### src/rtl/spart_bus_arbiter.sv
// Single owner of the SPART bus: programs the baud divisor after reset, then
// services RX reads (priority) and round-robin TX writes from two clients.
module spart_bus_arbiter #(
    parameter logic [15:0] BAUD_DIV = 16'd325
) (
    input  logic       clk,
    input  logic       rst,
    input  logic [1:0] tx_valid,
    input  logic [7:0] tx_data0,
    input  logic [7:0] tx_data1,
    output logic [1:0] tx_ready,
    output logic       rx_valid,
    output logic [7:0] rx_data,
    output logic       rx_owner,
    output logic       cfg_done,
    output logic       iocs,
    output logic       iorw,
    output logic [1:0] ioaddr,
    output logic [7:0] dbus_out,
    output logic       dbus_oe,
    input  logic [7:0] dbus_in,
    input  logic       rda,
    input  logic       tbr
);

    typedef enum logic [2:0] {CFG_LO, CFG_HI, IDLE, RD, WR, GAP} state_t;

    state_t state;
    logic   gnt;
    logic   last_gnt;
    logic   pick;

    // Both requesting: the client that did not win last time; otherwise the sole requester.
    always_comb begin
        pick = tx_valid[1];
        if (tx_valid == 2'b11) pick = ~last_gnt;
    end

    assign tx_ready = (state == WR) ? (gnt ? 2'b10 : 2'b01) : 2'b00;

    // Bus outputs are loaded on the edge that enters an access, so they are
    // valid for exactly the cycle spent in RD/WR (or the cycle after each CFG state).
    always_ff @(posedge clk or posedge rst) begin
        if (rst) begin
            state    <= CFG_LO;
            gnt      <= 1'b0;
            last_gnt <= 1'b1;
            iocs     <= 1'b0;
            iorw     <= 1'b0;
            ioaddr   <= 2'b00;
            dbus_out <= 8'h00;
            dbus_oe  <= 1'b0;
            rx_valid <= 1'b0;
            rx_data  <= 8'h00;
            rx_owner <= 1'b0;
            cfg_done <= 1'b0;
        end else begin
            iocs     <= 1'b0;
            iorw     <= 1'b0;
            ioaddr   <= 2'b00;
            dbus_out <= 8'h00;
            dbus_oe  <= 1'b0;
            rx_valid <= 1'b0;
            case (state)
                CFG_LO: begin
                    iocs     <= 1'b1;
                    ioaddr   <= 2'b10;
                    dbus_out <= BAUD_DIV[7:0];
                    dbus_oe  <= 1'b1;
                    state    <= CFG_HI;
                end
                CFG_HI: begin
                    iocs     <= 1'b1;
                    ioaddr   <= 2'b11;
                    dbus_out <= BAUD_DIV[15:8];
                    dbus_oe  <= 1'b1;
                    state    <= GAP;
                end
                IDLE: begin
                    // First IDLE after configuration only raises cfg_done; requests wait.
                    if (!cfg_done) begin
                        cfg_done <= 1'b1;
                    end else if (rda) begin
                        iocs  <= 1'b1;
                        iorw  <= 1'b1;
                        state <= RD;
                    end else if (tbr && (tx_valid != 2'b00)) begin
                        gnt      <= pick;
                        iocs     <= 1'b1;
                        dbus_out <= pick ? tx_data1 : tx_data0;
                        dbus_oe  <= 1'b1;
                        state    <= WR;
                    end
                end
                RD: begin
                    rx_data  <= dbus_in;
                    rx_valid <= 1'b1;
                    rx_owner <= last_gnt;
                    state    <= GAP;
                end
                WR: begin
                    last_gnt <= gnt;
                    state    <= GAP;
                end
                GAP:     state <= IDLE;
                default: state <= CFG_LO;
            endcase
        end
    end

endmodule

### config.mk
export PLATFORM = sky130hd
export DESIGN_NAME = spart_bus_arbiter
export DESIGN_NICKNAME = d
export VERILOG_FILES = /design/src/rtl/spart_bus_arbiter.sv
export SDC_FILE = /design/constraint.sdc
export NUM_CORES = 1
export LEC_CHECK = 0
export ABC_CLOCK_PERIOD_IN_PS = 1900
export BUFFER_PORTS_ARGS = -buffer_cell sky130_fd_sc_hd__buf_4
export CORE_MARGIN = 5
export CORE_UTILIZATION = 45
export DETAILED_ROUTE_END_ITERATION = 10
export GPL_TIMING_DRIVEN = 0
export PLACE_DENSITY_LB_ADDON = 0.3
export SLEW_MARGIN = 0
export SYNTH_ARGS = -nofsm -noshare
export SYNTH_HDL_FRONTEND = slang
export SYNTH_SLANG_ARGS = --single-unit
### constraint.sdc
create_clock -name clk -period 1.9 [get_ports clk]
set_input_delay 0.19 -clock clk [delete_from_list [all_inputs] [get_ports clk]]
set_output_delay 0.19 -clock clk [all_outputs]
set_load 0.02 [all_outputs]
---- After elaboration in Yosys (flattened, before gate mapping) ----
Index checks and enable logic that the tools add are counted.
W data, S select, Z words.
word-level totals
  memories kept ........................... 0
  bits in latches ......................... 0
  input bits .............................. 30
  ROM bits ................................ 0
  word-level logic and storage cells ...... 53
  output and inout bits ................... 26
  register bits ........................... 29
  memory bits (writable) .................. 0
cells by class
  $add $sub $neg .......................... 0
  equal/unequal tests ..................... 8
  bitwise gates (word level) .............. 2
  reduce and logical (&&, ||, !) cells .... 7
  divide/modulo/power cells ............... 0
  order comparisons ....................... 0
  shift operators ......................... 0
  mux-type cells .......................... 24
  multiply operators ...................... 0
operator list
  operator              number
  $mux W8               4
  $pmux W8 S3           1
  $pmux W3 S4           1
  $mux W1               10
  $mux W3               3
  $eq A3 B2 Y1 const B  2
  $eq A3 B3 Y1 const B  2
  $mux W2               2
  $pmux W1 S2           2
  $pmux W2 S2           1
  $reduce_and A4 Y1     1
  $eq A3 B1 Y1 const B  1
  $logic_not A3 Y1      1
  $ne A3 B3 Y1 const B  1
  $reduce_or A3 Y1      1
  $eq A2 B2 Y1 const B  1
  $ne A2 B2 Y1 const B  1
  $not A1 Y1            2
  $reduce_and A2 Y1     1
  $reduce_bool A2 Y1    1
  $reduce_or A2 Y1      1
  $logic_and A1 B1 Y1   1

---- Logic depth before layout (Yosys ltp) ----
  depth in word-level cells ............... 7
  depth in mapped cells ................... 4
  mapped depth without buffers ............ 3

---- Worst setup path before layout ----
OpenSTA, ideal clock, no wires.
  path kind ............................... register to register
  start point ............................. register state[0]
  end point ............................... register gnt
  buffers on the path ..................... 1
  clock period less this slack ............ 1.360 ns
  slack ................................... 0.540 ns
  arrival time ............................ 1.235 ns
  setup time .............................. 0.125 ns
  cell stages (with the launch flop) ...... 5
  cell sequence ........................... dfrtp_1 -> buf_6 -> nor3b_4 -> nand4_4 -> mux2_4
on the way
  word-level cells in the longest chain between the ends .. 2
RTL lines
  item                                RTL line  RTL
  from (decl)                         28        state_t state;
  from (signal assigned)              45        state <= CFG_LO;
  from (signal assigned)              70        state <= CFG_HI;
  from (signal assigned)              77        state <= GAP;
  $eq A3 B2 Y1                        64        case (state)
  $reduce_and A4 Y1 (no source line)  --
  to (signal assigned)                88        gnt <= pick;
  to (decl)                           29        logic gnt;
No other way between the ends.
A chain may end at the register's enable or synchronous reset.

---- Worst setup path after layout ----
  start point ............................. register state[2]
  end point ............................... output port tx_ready[0]
on the way
  word-level cells in the longest chain between the ends .. 2
RTL lines
  item          RTL line  RTL
  $eq A3 B3 Y1  39        assign tx_ready = (state == WR) ? (gnt ? 2'b10 : 2'b01) : 2'b00;
  $mux W2       39
  to (decl)     11        output logic [1:0] tx_ready,
No other way between the ends.

==> impl_metrics.tcl <==
set metrics [dict create \
    critPathMaxStageDelay_ns 0.41 \
    routed-via-count 885 \
    power_density_nw_per_um2 1412 \
    netlist.top_cell.by_area "dfrtp_1" \
    cts_resized 0 \
    synth-seq-cells 29 \
    yosysMostFrequentCell "dfrtp_1" \
    grt_pass1_vias 879 \
    overflow 0 \
    yosysSeqAreaShare_pct 61.09 \
    die-area_sq_um 3772 \
    critPathMaxFanout 10 \
    netlist_top_cells_area "dfrtp_1 (59%), mux2_2 (8.5%), mux2i_1 (6.7%)" \
    end_kind "output pin" \
    cts-root-buf "clkbuf_4" \
    port-buffer-count 55 \
    avgRoutedWirePerCell_um 13.46 \
    synthTopCellsByCount "dfrtp_1 (28), mux2_2 (9), mux2i_1 (8), nor2_1 (8), o21ai_0 (5)" \
    drtIter0Drc 2 \
    layout_min_cycle_time_ns 1.668 \
    gp_congestion 0.7403 \
    grt_use_total_pct 14.14 \
    antenna_found_initial 0 \
    fp.dieH_um 61.42 \
    timing.rr.start "state[0]" \
    hold_buffers 0 \
    startpoint "state[2]" \
    synth_top_area_share_pct 58.89 \
    max_freq_mhz 599.7 \
    synth_area_per_cell_sq_um 13.37 \
    yosysWarnings 0 \
    finClkSkew_ns 0.009392 \
    status "finished, final reports clean" \
    finalHoldViolations 0 \
    layout_setup_ws_ns 0.2324 \
    vdd_ir_drop_max_v 0.0009940 \
    drive_gt1_share_pct 54.61 \
    maxSlewViolCount 0 \
    placed_cells 174 \
    min-delay-start "dbus_in[6]" \
    dp_hpwl_um 1868 \
    drtPass1Iterations 4 \
    start_util_pct 47.60 \
    h-tree-depth 2 \
    nets 181 \
    route.detailed.drc 0 \
    post-place-ws_ns 0.4167 \
    worst_pin_slew_ns 1.065 \
    crit_type "reg2out" \
    numCtsBuffers 5 \
    vias_per_cell 4.863 \
    clock_sinks 29 \
    path_delay_family "buffers and inverters" \
    synth_fp_nets 119 \
    async_reset_ff_share_pct 100.0 \
    worstPathCellList "clkbuf_1 > nand2_1 > nor2_1 > buf_4" \
    antenna_left 0 \
    p_leak_nw 0.8728 \
    fillers 201 \
    timing.hold.ws_ns 0.1084 \
    grt_pass1_wl_um 3795 \
    cts.clk_slew.worst_paths_ns 0.09 \
    tritoncts "yes" \
    cts_setup_buffers 0 \
    start_kind "flip-flop" \
    dieWidth_um 61.42 \
    area_growth_syn_to_layout_pct 41.96 \
    path_buf_inv 2 \
    yosysUniqueCellTypes 30 \
    cpMaxStageDelayCell "dfrtp_1" \
    rows 18 \
    finalSetupViolCount 0 \
    drv_cap 0 \
    max_slew_margin_pct 28.89 \
    clockBufferDepth 2 \
    worstPathRequired_ns 1.71 \
    grt_max_degree 30 \
    hold_path_class "in2reg" \
    core_area_sq_um 2500 \
    syn-cell-area_sq_um 1190 \
    crit_arrival_ns 1.48 \
    syn_inst 89 \
    pin_count 56 \
    rsz0062_at_grt "false" \
    synth-edff-count 0 \
    clock_latency_ns 0.31 \
    antennaDiodeCount 0 \
    fin_setup_tns_ns 0 \
    synth_flop_cell "dfrtp_1" \
    finalNonFillerCells 182 \
    period_share_pct 87.77 \
    routed_wl_um 2450 \
]
[where the power goes]
part	internal [mW]	leakage, nW	switching, mW
Sequential	0.852	0.359	0.106
Clock	0.147	0.0265	0.186
Combinational	0.537	0.487	0.557
[stage by stage]
| step | area (sq um) | power [mW] | utilization, % |
|---|---|---|---|
| after floorplan | 1190 | 1.634 | - |
| after global placement | 1640 | 2.044 | 65.62 |
| after detailed placement | 1640 | 2.083 | 65.62 |
| after CTS | 1689 | 2.426 | 67.57 |
| after global routing | 1689 | 2.543 | 67.57 |
| final | 1689 | 2.385 | 67.57 |
[cell usage in the layout, fill, tap and decap left out, drive strengths merged, types with 2 or more instances in the layout]
master / count
o22ai: 2
buf: 59
mux2i: 8
inv: 3
o21ai: 5
and3: 2
nor2: 8
dfrtp: 28
mux2: 10
clkbuf: 9
a21oi: 2
[area by class of cell]
| cell class | count | area, sq um | area share [%] |
|---|---|---|---|
| well taps | 30 | 37.54 | 2.222 |
| inverters | 3 | 11.26 | 0.6667 |
| repair buffers | 55 | 412.9 | 24.44 |
| flip-flops and latches | 29 | 726.9 | 43.04 |
| plain buffers | 5 | 30.03 | 1.778 |
| clock buffers | 8 | 48.80 | 2.889 |
| multi-input cells | 52 | 421.7 | 24.96 |
[flip-flops by register name, indices dropped and copies added (netlist names), 2 cells and up]
register	count
dbus_out	8
rx_data	8
state	3
ioaddr	2
[worst reg2reg max path: stages (launching register included)]
cell     delay (ns)
dfrtp_1        0.37
buf_6          0.14
nor3b_4        0.30
nand4_4        0.22
mux2_4         0.34
[cells by family after synthesis]
| logic type | synth area share [%] |
|---|---|
| multiplexers | 16.51 |
| AND/OR/NAND/NOR | 11.46 |
| flip-flops | 61.09 |
| AO/OA/AOI/OAI | 7.466 |
| buffers and inverters | 3.469 |
[routing by layer]
metal	vias up	wire length [um]	GRT usage [%]
met5	-	0	0
met3	4	327	6.918
li1	430	-	-
met2	41	1151	21.75
met4	0	34	7.273
met1	410	937	16.40
[final timing paths]
| kind | endpoint | slack (ns) | depth (start not counted) |
|---|---|---|---|
| min | rx_data[6] | 0.11 | 2 |
| max | tx_ready[0] | 0.23 | 4 |
| min reg2reg | rx_data[4] | 0.51 | 1 |
| min in group asynchronous | rx_data[6] | 0.15 | 2 |
| max reg2reg | gnt | 0.42 | 4 |
| max in group asynchronous | iorw | 1.11 | 2 |
Note: power is estimated with default switching activity, not from simulation.
